`src/rtl/regfile_wb_scheduler_if.sv`:
```
// Bundle between the scheduler and its neighbours: the writeback stage,
// the long-latency unit, decode and the register-file write port.
interface regfile_wb_scheduler_if;
    localparam int unsigned REG_W  = 5;
    localparam int unsigned DATA_W = 32;
    localparam int unsigned NREG   = 32;

    // Writeback stage
    logic              pipe_we;
    logic [REG_W-1:0]  pipe_rd;
    logic [DATA_W-1:0] pipe_wd;

    // Long-latency unit result channel
    logic              lu_valid;
    logic [REG_W-1:0]  lu_rd;
    logic [DATA_W-1:0] lu_wd;
    logic              lu_ready;

    // Decode side
    logic              issue_valid;
    logic [REG_W-1:0]  issue_rd;
    logic [REG_W-1:0]  chk_rs1;
    logic [REG_W-1:0]  chk_rs2;
    logic [REG_W-1:0]  chk_rd;
    logic              hazard;
    logic              issue_full;
    logic              stall_pipe;

    // Register-file write port and status
    logic              rf_we;
    logic [REG_W-1:0]  rf_a3;
    logic [DATA_W-1:0] rf_wd;
    logic [NREG-1:0]   busy_vec;
    logic              sb_err;

    // Surrounding pipeline / test driver
    modport master (
        output pipe_we, pipe_rd, pipe_wd,
        output lu_valid, lu_rd, lu_wd,
        output issue_valid, issue_rd, chk_rs1, chk_rs2, chk_rd,
        input  lu_ready, hazard, issue_full, stall_pipe,
        input  rf_we, rf_a3, rf_wd, busy_vec, sb_err
    );

    // The scheduler itself
    modport slave (
        input  pipe_we, pipe_rd, pipe_wd,
        input  lu_valid, lu_rd, lu_wd,
        input  issue_valid, issue_rd, chk_rs1, chk_rs2, chk_rd,
        output lu_ready, hazard, issue_full, stall_pipe,
        output rf_we, rf_a3, rf_wd, busy_vec, sb_err
    );
endinterface

```
`src/rtl/regfile_wb_scheduler.sv`:
```
// Register-file write-port scheduler: arbitrates the single WE3 port between
// the in-order writeback stage and an out-of-band long-latency unit, tracks
// in-flight long-op destinations in a scoreboard, and steals a writeback slot
// when the long unit has waited too long.
module regfile_wb_scheduler #(
    parameter int unsigned MAX_WAIT        = 4,
    parameter int unsigned MAX_OUTSTANDING = 4
) (
    input  logic                   clk,
    input  logic                   rst,
    regfile_wb_scheduler_if.slave  bus
);
    localparam int unsigned REG_W  = 5;
    localparam int unsigned DATA_W = 32;
    localparam int unsigned NREG   = 32;
    localparam int unsigned WAIT_W = 4;
    localparam int unsigned CNT_W  = 5;

    typedef enum logic {
        ARB   = 1'b0,
        STEAL = 1'b1
    } state_t;

    state_t            state_q, state_d;
    logic [WAIT_W-1:0] wait_q, wait_d;
    logic [NREG-1:0]   busy_q, busy_d;
    logic [CNT_W-1:0]  out_q, out_d;
    logic              err_q, err_d;

    logic              grant_lu;
    logic              grant_pipe;
    logic              xfer;
    logic              full;
    logic              accept;

    // State and bookkeeping registers
    always_ff @(posedge clk) begin
        if (rst) begin
            state_q <= ARB;
            wait_q  <= '0;
            busy_q  <= '0;
            out_q   <= '0;
            err_q   <= 1'b0;
        end else begin
            state_q <= state_d;
            wait_q  <= wait_d;
            busy_q  <= busy_d;
            out_q   <= out_d;
            err_q   <= err_d;
        end
    end

    // Arbitration FSM: grant selection, starvation counting, steal entry/exit
    always_comb begin
        state_d    = state_q;
        wait_d     = wait_q;
        grant_lu   = 1'b0;
        grant_pipe = 1'b0;
        unique case (state_q)
            ARB: begin
                grant_pipe = bus.pipe_we;
                grant_lu   = !bus.pipe_we && bus.lu_valid;
                if (bus.lu_valid && !grant_lu) begin
                    if (wait_q == WAIT_W'(MAX_WAIT - 1)) begin
                        state_d = STEAL;
                        wait_d  = '0;
                    end else begin
                        wait_d = wait_q + WAIT_W'(1);
                    end
                end else begin
                    wait_d = '0;
                end
            end
            STEAL: begin
                // Pipeline is frozen; a single stolen slot, taken or not.
                grant_lu = bus.lu_valid;
                state_d  = ARB;
                wait_d   = '0;
            end
            default: begin
                state_d = ARB;
                wait_d  = '0;
            end
        endcase
    end

    assign xfer   = grant_lu;
    assign full   = (out_q == CNT_W'(MAX_OUTSTANDING));
    assign accept = bus.issue_valid && !full;

    // Scoreboard, outstanding counter and sticky error next-state
    always_comb begin
        busy_d = busy_q;
        out_d  = out_q;
        err_d  = err_q;
        if (xfer) begin
            if ((bus.lu_rd != REG_W'(0)) && !busy_q[bus.lu_rd]) begin
                err_d = 1'b1;
            end
            busy_d[bus.lu_rd] = 1'b0;
        end
        // Applied after the clear so a same-cycle set wins.
        if (accept && (bus.issue_rd != REG_W'(0))) begin
            busy_d[bus.issue_rd] = 1'b1;
        end
        busy_d[0] = 1'b0;
        unique case ({accept, xfer})
            2'b10:   out_d = out_q + CNT_W'(1);
            2'b01:   out_d = (out_q == CNT_W'(0)) ? out_q : out_q - CNT_W'(1);
            default: out_d = out_q;
        endcase
    end

    // Write-port mux and status outputs, all forced low while in reset
    always_comb begin
        bus.rf_we      = 1'b0;
        bus.rf_a3      = '0;
        bus.rf_wd      = '0;
        bus.lu_ready   = 1'b0;
        bus.stall_pipe = 1'b0;
        bus.hazard     = 1'b0;
        bus.issue_full = 1'b0;
        bus.busy_vec   = '0;
        bus.sb_err     = 1'b0;
        if (!rst) begin
            if (grant_lu) begin
                bus.rf_we    = 1'b1;
                bus.rf_a3    = bus.lu_rd;
                bus.rf_wd    = bus.lu_wd;
                bus.lu_ready = 1'b1;
            end else if (grant_pipe) begin
                bus.rf_we = 1'b1;
                bus.rf_a3 = bus.pipe_rd;
                bus.rf_wd = bus.pipe_wd;
            end
            bus.stall_pipe = (state_q == STEAL);
            bus.hazard     = busy_q[bus.chk_rs1] | busy_q[bus.chk_rs2] | busy_q[bus.chk_rd];
            bus.issue_full = full;
            bus.busy_vec   = busy_q;
            bus.sb_err     = err_q;
        end
    end

endmodule

```
`src/flat_wrapper.sv`:
```
// flat-port wrapper written by rule: the top's interface ports become plain ports
module regfile_wb_scheduler_flat 
#(
    parameter int unsigned MAX_WAIT        = 4,
    parameter int unsigned MAX_OUTSTANDING = 4
)
  (clk, rst, bus_pipe_we, bus_pipe_rd, bus_pipe_wd, bus_lu_valid, bus_lu_rd, bus_lu_wd, bus_issue_valid, bus_issue_rd, bus_chk_rs1, bus_chk_rs2, bus_chk_rd, bus_lu_ready, bus_hazard, bus_issue_full, bus_stall_pipe, bus_rf_we, bus_rf_a3, bus_rf_wd, bus_busy_vec, bus_sb_err);
  regfile_wb_scheduler_if bus_i ();
  input  logic clk;
  input  logic rst;
  input wire logic [$bits(bus_i.pipe_we)-1:0] bus_pipe_we;
  input wire logic [$bits(bus_i.pipe_rd)-1:0] bus_pipe_rd;
  input wire logic [$bits(bus_i.pipe_wd)-1:0] bus_pipe_wd;
  input wire logic [$bits(bus_i.lu_valid)-1:0] bus_lu_valid;
  input wire logic [$bits(bus_i.lu_rd)-1:0] bus_lu_rd;
  input wire logic [$bits(bus_i.lu_wd)-1:0] bus_lu_wd;
  input wire logic [$bits(bus_i.issue_valid)-1:0] bus_issue_valid;
  input wire logic [$bits(bus_i.issue_rd)-1:0] bus_issue_rd;
  input wire logic [$bits(bus_i.chk_rs1)-1:0] bus_chk_rs1;
  input wire logic [$bits(bus_i.chk_rs2)-1:0] bus_chk_rs2;
  input wire logic [$bits(bus_i.chk_rd)-1:0] bus_chk_rd;
  output wire logic [$bits(bus_i.lu_ready)-1:0] bus_lu_ready;
  output wire logic [$bits(bus_i.hazard)-1:0] bus_hazard;
  output wire logic [$bits(bus_i.issue_full)-1:0] bus_issue_full;
  output wire logic [$bits(bus_i.stall_pipe)-1:0] bus_stall_pipe;
  output wire logic [$bits(bus_i.rf_we)-1:0] bus_rf_we;
  output wire logic [$bits(bus_i.rf_a3)-1:0] bus_rf_a3;
  output wire logic [$bits(bus_i.rf_wd)-1:0] bus_rf_wd;
  output wire logic [$bits(bus_i.busy_vec)-1:0] bus_busy_vec;
  output wire logic [$bits(bus_i.sb_err)-1:0] bus_sb_err;
  assign bus_i.pipe_we = bus_pipe_we;
  assign bus_i.pipe_rd = bus_pipe_rd;
  assign bus_i.pipe_wd = bus_pipe_wd;
  assign bus_i.lu_valid = bus_lu_valid;
  assign bus_i.lu_rd = bus_lu_rd;
  assign bus_i.lu_wd = bus_lu_wd;
  assign bus_i.issue_valid = bus_issue_valid;
  assign bus_i.issue_rd = bus_issue_rd;
  assign bus_i.chk_rs1 = bus_chk_rs1;
  assign bus_i.chk_rs2 = bus_chk_rs2;
  assign bus_i.chk_rd = bus_chk_rd;
  assign bus_lu_ready = bus_i.lu_ready;
  assign bus_hazard = bus_i.hazard;
  assign bus_issue_full = bus_i.issue_full;
  assign bus_stall_pipe = bus_i.stall_pipe;
  assign bus_rf_we = bus_i.rf_we;
  assign bus_rf_a3 = bus_i.rf_a3;
  assign bus_rf_wd = bus_i.rf_wd;
  assign bus_busy_vec = bus_i.busy_vec;
  assign bus_sb_err = bus_i.sb_err;
  regfile_wb_scheduler #(.MAX_WAIT(MAX_WAIT), .MAX_OUTSTANDING(MAX_OUTSTANDING)) u_core (.clk(clk), .rst(rst), .bus(bus_i));
endmodule
```
`config.mk`:
```
export PLATFORM = sky130hd
export DESIGN_NAME = regfile_wb_scheduler_flat
export DESIGN_NICKNAME = d
export VERILOG_FILES = /design/src/rtl/regfile_wb_scheduler_if.sv /design/src/rtl/regfile_wb_scheduler.sv /design/src/flat_wrapper.sv
export SDC_FILE = /design/constraint.sdc
export NUM_CORES = 1
export LEC_CHECK = 0
export CAP_MARGIN = 20
export CORE_AREA = 2 2 109 111
export DETAILED_ROUTE_END_ITERATION = 8
export DIE_AREA = 0 0 111 113
export SLEW_MARGIN = 20
export SYNTH_ARGS = -nofsm -noshare
export SYNTH_HDL_FRONTEND = slang
export SYNTH_SLANG_ARGS = --single-unit
```
`constraint.sdc`:
```
create_clock -name clk -period 3 [get_ports clk]
set_input_delay 0.45 -clock clk [delete_from_list [all_inputs] [get_ports clk]]
set_output_delay 0.45 -clock clk [all_outputs]
set_load 0.05 [all_outputs]
```
Word level (Yosys, flattened, before mapping)

Index checks and enable logic that the tools add are counted.

Register bits: 43
Input bits: 99

$add $sub $neg: 3
$lt $le $gt $ge: 7
Equality and inequality tests: 5
Muxes and demuxes: 40
Bitwise logic cells: 6
Reduce and logical (&&, ||, !) cells: 17

Operator list:

| kind                | number |
|---|---|
| $mux 32             | 6 |
| $and 32x32->32      | 1 |
| $not 32->32         | 1 |
| $or 32x32->32       | 1 |
| $lt 5x6->1 const B  | 5 |
| $bmux 1 s5          | 4 |
| $mux 5              | 4 |
| $mux 1              | 18 |
| $demux 1 s5         | 2 |
| $ge 5x1->1 const B  | 2 |
| $pmux 5 s2          | 1 |
| $reduce_bool 5->1   | 2 |
| $mux 4              | 2 |
| $pmux 4 s2          | 1 |
| $logic_and 1x1->1   | 7 |
| $add 5x1->5 const B | 1 |
| $eq 5x3->1 const B  | 1 |
| $logic_not 5->1     | 1 |
| $sub 5x1->5 const B | 1 |
| $add 4x1->4 const B | 1 |
| $eq 4x2->1 const B  | 1 |
| $logic_not 1->1     | 4 |
| $pmux 1 s2          | 2 |
| $reduce_and 2->1    | 2 |
| 6 further kinds     | 7 |

Longest topological paths before layout

Gate-level depths: netlist (run 1).

Depth in word-level cells: 9
Depth in mapped cells: 10

Worst setup path after synthesis (run 1)

Ideal clock, no wire load.

Path kind: input to output
Start point: input bus_chk_rs1[0]
End point: output bus_hazard
Data arrival time: 2.444 ns
Data required time: 2.550 ns
Slack: 0.106 ns
Stages on the path: 6
Buffers on the path: 1
Cells stage by stage: clkbuf_1 -> mux4_2 -> nor3b_1 -> a2111oi_0 -> a21oi_1 -> a31oi_1

Longest elaborated chain between the ends: 5

RTL lines:

| what                         | RTL line                    | RTL |
|---|---|---|
| start, declared              | flat_wrapper.sv:19          | `input wire logic [$bits(bus_i.chk_rs1)-1:0] bus_chk_rs1;` |
| $bmux 1 s5                   | regfile_wb_scheduler.sv:137 | `bus.hazard = busy_q[bus.chk_rs1] \| busy_q[bus.chk_rs2] \| busy_q[bus.chk_rd];` |
| $mux 1 (not written as such) | regfile_wb_scheduler.sv:137 |  |
| $or 1x1->1 (2 in a row)      | regfile_wb_scheduler.sv:137 |  |
| $mux 1                       | regfile_wb_scheduler.sv:125 | `if (!rst) begin` |
| end, declared                | flat_wrapper.sv:23          | `output wire logic [$bits(bus_i.hazard)-1:0] bus_hazard;` |

No other way between the ends. The select of a mux whose other input is x is not followed.

Worst setup path after layout (run 1)

Start point: input bus_chk_rs2[0]
End point: output bus_hazard

Longest elaborated chain between the ends: 5

RTL lines:

| what                         | RTL line                    | RTL |
|---|---|---|
| start, declared              | flat_wrapper.sv:20          | `input wire logic [$bits(bus_i.chk_rs2)-1:0] bus_chk_rs2;` |
| $bmux 1 s5                   | regfile_wb_scheduler.sv:137 |  |
| $mux 1 (not written as such) | regfile_wb_scheduler.sv:137 |  |
| $or 1x1->1 (2 in a row)      | regfile_wb_scheduler.sv:137 |  |
| $mux 1                       | regfile_wb_scheduler.sv:125 |  |

No other way between the ends. The select of a mux whose other input is x is not followed.

==> reports/results.ini, run 1 <==
[global_route]
first_global_vias = 3812
grt_pass1_wl_um = 21070
grt.met1_usage_pct = 28.10
gr-max-usage-layer = met2
gr-total-overflow = 0
use_met3_pct = 4.660
track_usage_pct = 20.98
grt_max_degree = 38
met2_usage_pct = 35.75
antenna_found_initial = 0

[sta]
slew_headroom_pct = 58.89
worst_pin_slew_ps = 601.0
fin_crit_ps = 2905
max_freq_ghz = 0.3442
period_share_pct = 96.84
tns_ps = 0
maxSlewViolCount = 0
whs_ps = 462.8
rsz0062_at_grt = no
skew_ps = 7.711
setup_violations = 0
finalHoldViolCount = 0

[floorplan]
die_y_um = 113
die-area_um2 = 12540
coreArea_um2 = 11270
rows = 39
die_w_um = 111
ioPinCount = 174
start_util_pct = 29.66

[logic_synthesis]
syn-num-nets = 468
ys_ff_latch = 42
synth.distinct_cells = 42
synthArstFlopShare_pct = 0
synth-main-ff-cell = dfxtp_1
yosysSeqAreaShare_pct = 25.15
syn_area_um2 = 3343
ys_warn_count = 0
synth_cells = 367
syn_area_per_cell_um2 = 9.110
synth_edf_count = 0

[clock_tree]
clk_pin_slew_worst_paths_ps = 60
clock_tree.root_cell = clkbuf_16
cts_tree = done
cts_buffers = 5
ctsHoldBuffers = 0
clock_path_buffers = 2
clk-insertion-delay-late_ps = 290
numClockSinks = 42
h-tree-depth = 2

[detailed_routing]
antenna_left = 0
drt_iter0_drc = 323
drc = 0
viasPerCell = 5.566
drt-pass1-iter-count = 4
routed-via-count = 3796
wl_per_cell_um = 20.19
routed_wl_um = 13770

[place]
port_buffers = 172
gp_congestion = 0.8722
place_hpwl_um = 10920

[final_layout]
n_fill_cell = 970
diodes = 0
final_util_pct = 55.13
drive_above_1_share_pct = 26.35
final_nets = 639
synthToLayoutAreaGrowth_pct = 85.89
multiInputGateArea_um2 = 2379
regArea_um2 = 840.8

[critical_path]
arrival_ps = 2460
path_class = input port to output port
required_ps = 2550
reg2regPathDepth = 8
worstPathMaxFanout = 9
r2r_start = u_core.out_q[3]
startpoint_type = input port
r2r-end = u_core.out_q[2]
ff2ff_setup_slack_ps = 200
end_kind = output port

[pwr]
vdd_drop_max_uv = 287.5
p_leak_nw = 2.337
p_per_area_nw_per_um2 = 310.4

[flow_run]
cap_violations = 0

[min_path]
worstHoldEndpoint = u_core.wait_q[0]
whs_path_depth = 1
hold_class = flop to flop
min_from = u_core.wait_q[0]

[status]
status = complete, no violations

cells in the final DEF (no fill, tap or decap), drive strengths merged, types with 2 or more instances in the layout:
cell type / netlist / routed
a2111oi: 4 / 4
nor4: 2 / 2
nand4b: 2 / 2
mux2: 6 / 6
clkdlybuf4s50: 0 / 94
inv: 6 / 7
xor2: 2 / 2
nand3: 7 / 7
or3: 3 / 3
o21ai: 65 / 65
mux2i: 13 / 13
o2111ai: 2 / 2
buf: 6 / 92
dfxtp: 42 / 42
ha: 2 / 2
nor2b: 38 / 38
nand2: 15 / 15
nor3b: 2 / 2
or4: 3 / 3
clkbuf: 20 / 5
nor3: 3 / 3
a21oi: 8 / 8
a22o: 35 / 35
nand2b: 6 / 6
nand3b: 13 / 13
nor2: 19 / 19
a221oi: 2 / 2
or3b: 3 / 3
dlymetal6s2s: 0 / 4
mux4: 29 / 29
worst max-delay path, cell delays in order:
cell             delay, ps
clkdlybuf4s50_1        460
buf_4                  190
mux4_2                 530
nand4b_1               110
nand2_1                 60
nor4_1                 330
a31oi_1                130
buf_4                  200
flip-flops by register name, indices dropped and copies added (netlist names):
register and cells:
u_core.out_q 5, u_core.wait_q 4, u_core.busy_q 31, u_core.state_q 1
u_core.err_q 1
layout make-up:
type,instances,area share [%]
Clock buffer,5,2.013
Clock inverter,3,0.7852
Inverter,6,0.3624
Multi-Input combinational cell,293,38.27
Sequential cell,42,13.53
Tap cell,143,2.879
Timing Repair Buffer,190,42.16
stage by stage:
stage,area (µm²),total power [mW],std cells,setup WS [ps]
2_1_floorplan,3343,0.9230,367,106.2
3_3_place_gp,6023,1.290,673,34.83
3_5_place_dp,6023,1.299,673,22.22
4_1_cts,6197,1.931,681,21.59
5_1_grt,6215,1.988,682,15.18
6_report,6215,1.929,682,94.90
worst max-delay path by stage:
stage / end / slack [ps] / startpoint
floorplan: bus_hazard / 110 / bus_chk_rs1[0]
global placement: bus_hazard / 30 / bus_chk_rd[0]
detailed placement: bus_hazard / 20 / bus_chk_rd[0]
CTS: bus_hazard / 20 / bus_chk_rd[0]
global route: bus_hazard / 20 / bus_chk_rs2[0]
finish: bus_hazard / 90 / bus_chk_rs2[0]
per-layer routing:
| metal | up-vias | routed length, µm | share of wire [%] |
|---|---|---|---|
| li1 | 1760 | - | - |
| met1 | 1835 | 5559 | 40 |
| met2 | 184 | 6869 | 50 |
| met3 | 17 | 1152 | 8.4 |
| met4 | 0 | 186 | 1.4 |
| met5 | - | 0 | 0 |
cells by family (layout without fill, tap and decap cells):
family / Yosys count / after routing / synth area share [%]
AO/OA/AOI/OAI: 121 / 121 / 23.50
XOR/XNOR: 3 / 3 / 0.7861
adder cells (fa/ha/maj): 2 / 2 / 0.7484
buffers and inverters: 32 / 204 / 3.855
flip-flops: 42 / 42 / 25.15
multiplexers: 48 / 48 / 25.45
other: 1 / 1 / 0.1122
AND/OR/NAND/NOR: 118 / 118 / 20.40
cells in the mapped netlist (7+ instances only):
master    count  area share, %
nor2_1       19            2.1
a21oi_1       7            1.0
mux2i_1      13            3.9
o21ai_0      65            9.7
nand2_1      15            1.7
nand3b_1     13            2.9
dfxtp_1      42             25
mux4_2       29             20
a22o_1       35            9.2
nand3_1       7            1.0
nor2b_1      38            7.1
clkbuf_1     20            2.2
power by group:
group / leakage, nW / switching, mW / internal (mW)
sequential: 0.340 / 0.0228 / 0.573
clock: 0.0819 / 0.243 / 0.399
combinational: 1.92 / 0.333 / 0.359
total: 2.34 / 0.599 / 1.33
what timing repair did:
item / CTS / global route
gates resized for setup: 0 / 4
setup buffers: 0 / 1
endpoints found under the setup margin: 0 / 1
endpoints found under the hold margin: 0 / 0
(Power assumes the default switching activity.)
==> inputs of run 2 (changes only) <==
--- a/config.mk
+++ b/config.mk
@@ -7,6 +7,7 @@
 export LEC_CHECK = 0
 export CAP_MARGIN = 20
 export CORE_AREA = 2 2 109 111
+export CTS_CLUSTER_DIAMETER = 150
 export DETAILED_ROUTE_END_ITERATION = 8
 export DIE_AREA = 0 0 111 113
 export SLEW_MARGIN = 20
==> results of run 2 <==
Final layout, timing and power as in run 1 (identical DEF).
==> inputs of run 3 (changes only) <==
--- a/config.mk
+++ b/config.mk
@@ -10,6 +10,7 @@
 export CTS_CLUSTER_DIAMETER = 150
 export DETAILED_ROUTE_END_ITERATION = 8
 export DIE_AREA = 0 0 111 113
+export PLACE_DENSITY = 0.66
 export SLEW_MARGIN = 20
 export SYNTH_ARGS = -nofsm -noshare
 export SYNTH_HDL_FRONTEND = slang
==> run 3 against run 2 <==
- routed wire length down 1.2%
- combinational power up 0.6%
- first-iteration DRC count down 28%
- worst setup slack better by 22 ps
- maximum frequency up 0.76%
- highest routed layer unchanged
- largest cell class unchanged
==> reports/results.ini, run 3 (synthesis gave the netlist of run 1 again) <==
[global_route]
grt_max_degree = 37  ; was 38
first_global_vias = 3885  ; was 3812
grt_pass1_wl_um = 20770  ; was 21070 µm
track_usage_pct = 20.99  ; was 20.98%
gr-total-overflow = 0  ; unchanged
antenna_found_initial = 0  ; unchanged

[critical_path]
end_kind = output port  ; unchanged
arrival_ps = 2430  ; was 2460 ps
crit_path_top_delay_cell = mux4_2  ; unchanged
path_delay_family = buffers and inverters  ; unchanged
worstPathMaxFanout = 8  ; was 9
crit_path_cell_trace = clkdlybuf4s50_1 > buf_4 > mux4_2 > nor3b_1 > a2111oi_2 > a21oi_1 > a31oi_1 > buf_4  ; was clkdlybuf4s50_1 > buf_4 > mux4_2 > nand4b_1 > nand2_1 > nor4_1 > a31oi_1 > buf_4
r2r-end = u_core.out_q[2]  ; unchanged
ff2ff_setup_slack_ps = 250  ; was 200 ps
cpMostUsedCell = buf_4  ; unchanged
reg2regPathDepth = 8  ; unchanged
r2r_start = u_core.out_q[3]  ; unchanged
path_class = input port to output port  ; unchanged
critical-path-max-stage-delay_ps = 510  ; was 530 ps
crit_cells = 8  ; unchanged
required_ps = 2550  ; about the same
cp_num_buf_inv = 3  ; unchanged
startpoint_type = input port  ; unchanged

[floorplan]
start_util_pct = 29.66  ; unchanged
ioPinCount = 174  ; unchanged
die_y_um = 113  ; unchanged
coreArea_um2 = 11270  ; unchanged
rows = 39  ; unchanged
die_w_um = 111  ; unchanged
die-area_um2 = 12540  ; unchanged

[sta]
tns_ps = 0  ; unchanged
timing.final.ws_setup_ps = 116.7  ; was 94.90 ps
setup_violations = 0  ; unchanged
max_freq_ghz = 0.3468  ; was 0.3442 GHz
slew_headroom_pct = 56.65  ; was 58.89%
whs_ps = 466.0  ; was 462.8 ps
skew_ps = 9.335  ; was 7.711 ps
period_share_pct = 96.11  ; was 96.84%
finalHoldViolCount = 0  ; unchanged
fin_crit_ps = 2883  ; was 2905 ps
worst_pin_slew_ps = 633.8  ; was 601.0 ps
maxSlewViolCount = 0  ; unchanged
rsz0062_at_grt = no  ; unchanged

[min_path]
min_from = u_core.wait_q[0]  ; unchanged
whs_path_depth = 1  ; unchanged
hold_class = flop to flop  ; unchanged
worstHoldEndpoint = u_core.wait_q[0]  ; unchanged

[pwr]
p_total_mw = 1.806  ; was 1.929 mW
vdd_drop_max_uv = 218.0  ; was 287.5 µV
p_leak_nw = 2.291  ; was 2.337 nW
p_per_area_nw_per_um2 = 292.9  ; was 310.4 nW/µm²

[detailed_routing]
drt-pass1-iter-count = 5  ; was 4
routed-via-count = 3820  ; was 3796
routed_wl_um = 13600  ; was 13770 µm
viasPerCell = 5.651  ; was 5.566
drt_iter0_drc = 234  ; was 323
antenna_left = 0  ; unchanged
drc = 0  ; unchanged
wl_per_cell_um = 20.12  ; was 20.19 µm

[final_layout]
final_cell_mix = clkdlybuf4s50_1 (96), buf_12 (77), o21ai_0 (65)  ; was clkdlybuf4s50_1 (94), buf_12 (75), o21ai_0 (65)
reg_top3 = u_core.busy_q (31), u_core.out_q (5), u_core.wait_q (4)  ; unchanged
synthToLayoutAreaGrowth_pct = 84.43  ; was 85.89%
diodes = 0  ; unchanged
design_area_um2 = 6166  ; was 6215 µm²
instances_no_fill = 676  ; was 682
regMostFlops = u_core.busy_q  ; unchanged
drive_above_1_share_pct = 25.70  ; was 26.35%
final_common_cell = clkdlybuf4s50_1  ; unchanged
final_nets = 634  ; was 639
final_util_pct = 54.70  ; was 55.13%
largest_reg_flops = 31  ; unchanged

[clock_tree]
clock_tree.root_cell = clkbuf_16  ; unchanged
clk-insertion-delay-late_ps = 290  ; about the same
numClockSinks = 42  ; unchanged
h-tree-depth = 2  ; unchanged
clock_path_buffers = 2  ; unchanged
clk_pin_slew_worst_paths_ps = 50  ; was 60 ps
postCtsSetupBuffers = 0  ; unchanged
cts_buffers = 5  ; unchanged
ctsHoldBuffers = 0  ; unchanged
cts_repair_resize_count = 0  ; unchanged
cts_tree = done  ; unchanged

[place]
dp.cells = 669  ; was 673
placed_cell_area_um2 = 6018  ; was 6023 µm²
post-place-ws_ps = 16.50  ; was 22.22 ps
port_buffers = 172  ; unchanged
gp_congestion = 0.9345  ; was 0.8722
place_hpwl_um = 10830  ; was 10920 µm

[status]
status = complete, no violations  ; unchanged

[flow_run]
cap_violations = 0  ; unchanged

[run 3: cell type report]
class                      count  area, µm²
fill                         976       5106
timing repair buffer         185       2603
multi-input combinational    293       2386
clock buffer                   5      125.1
tap                          143      178.9
inverter                       6      22.52
clock inverter                 2      10.01
sequential                    42      840.8
[run 3: worst max path at each step]
stage / start / to / slack [ps]
floorplan: bus_chk_rs1[0] / bus_hazard / 110
global placement: bus_chk_rs1[1] / bus_hazard / 40
detailed placement: bus_chk_rd[0] / bus_hazard / 20
CTS: bus_chk_rd[0] / bus_hazard / 2
global route: bus_chk_rs1[0] / bus_hazard / 1
finish: bus_chk_rs1[0] / bus_hazard / 120
[run 3: power breakdown]
part           internal (mW)  switching (mW)  leakage [nW]
clock network          0.300           0.215        0.0694
registers              0.573          0.0215         0.340
logic                  0.360           0.336          1.88
total                   1.23           0.573          2.29
[run 3: metal layers]
metal	GRT usage, %	share of wire [%]	vias to the layer above	wire (µm)
li1	-	-	1746	-
met1	23.94	35	1818	4786
met2	38.32	52	230	7125
met3	5.838	10	26	1397
met4	6.333	2.1	0	288
met5	0	0	-	0
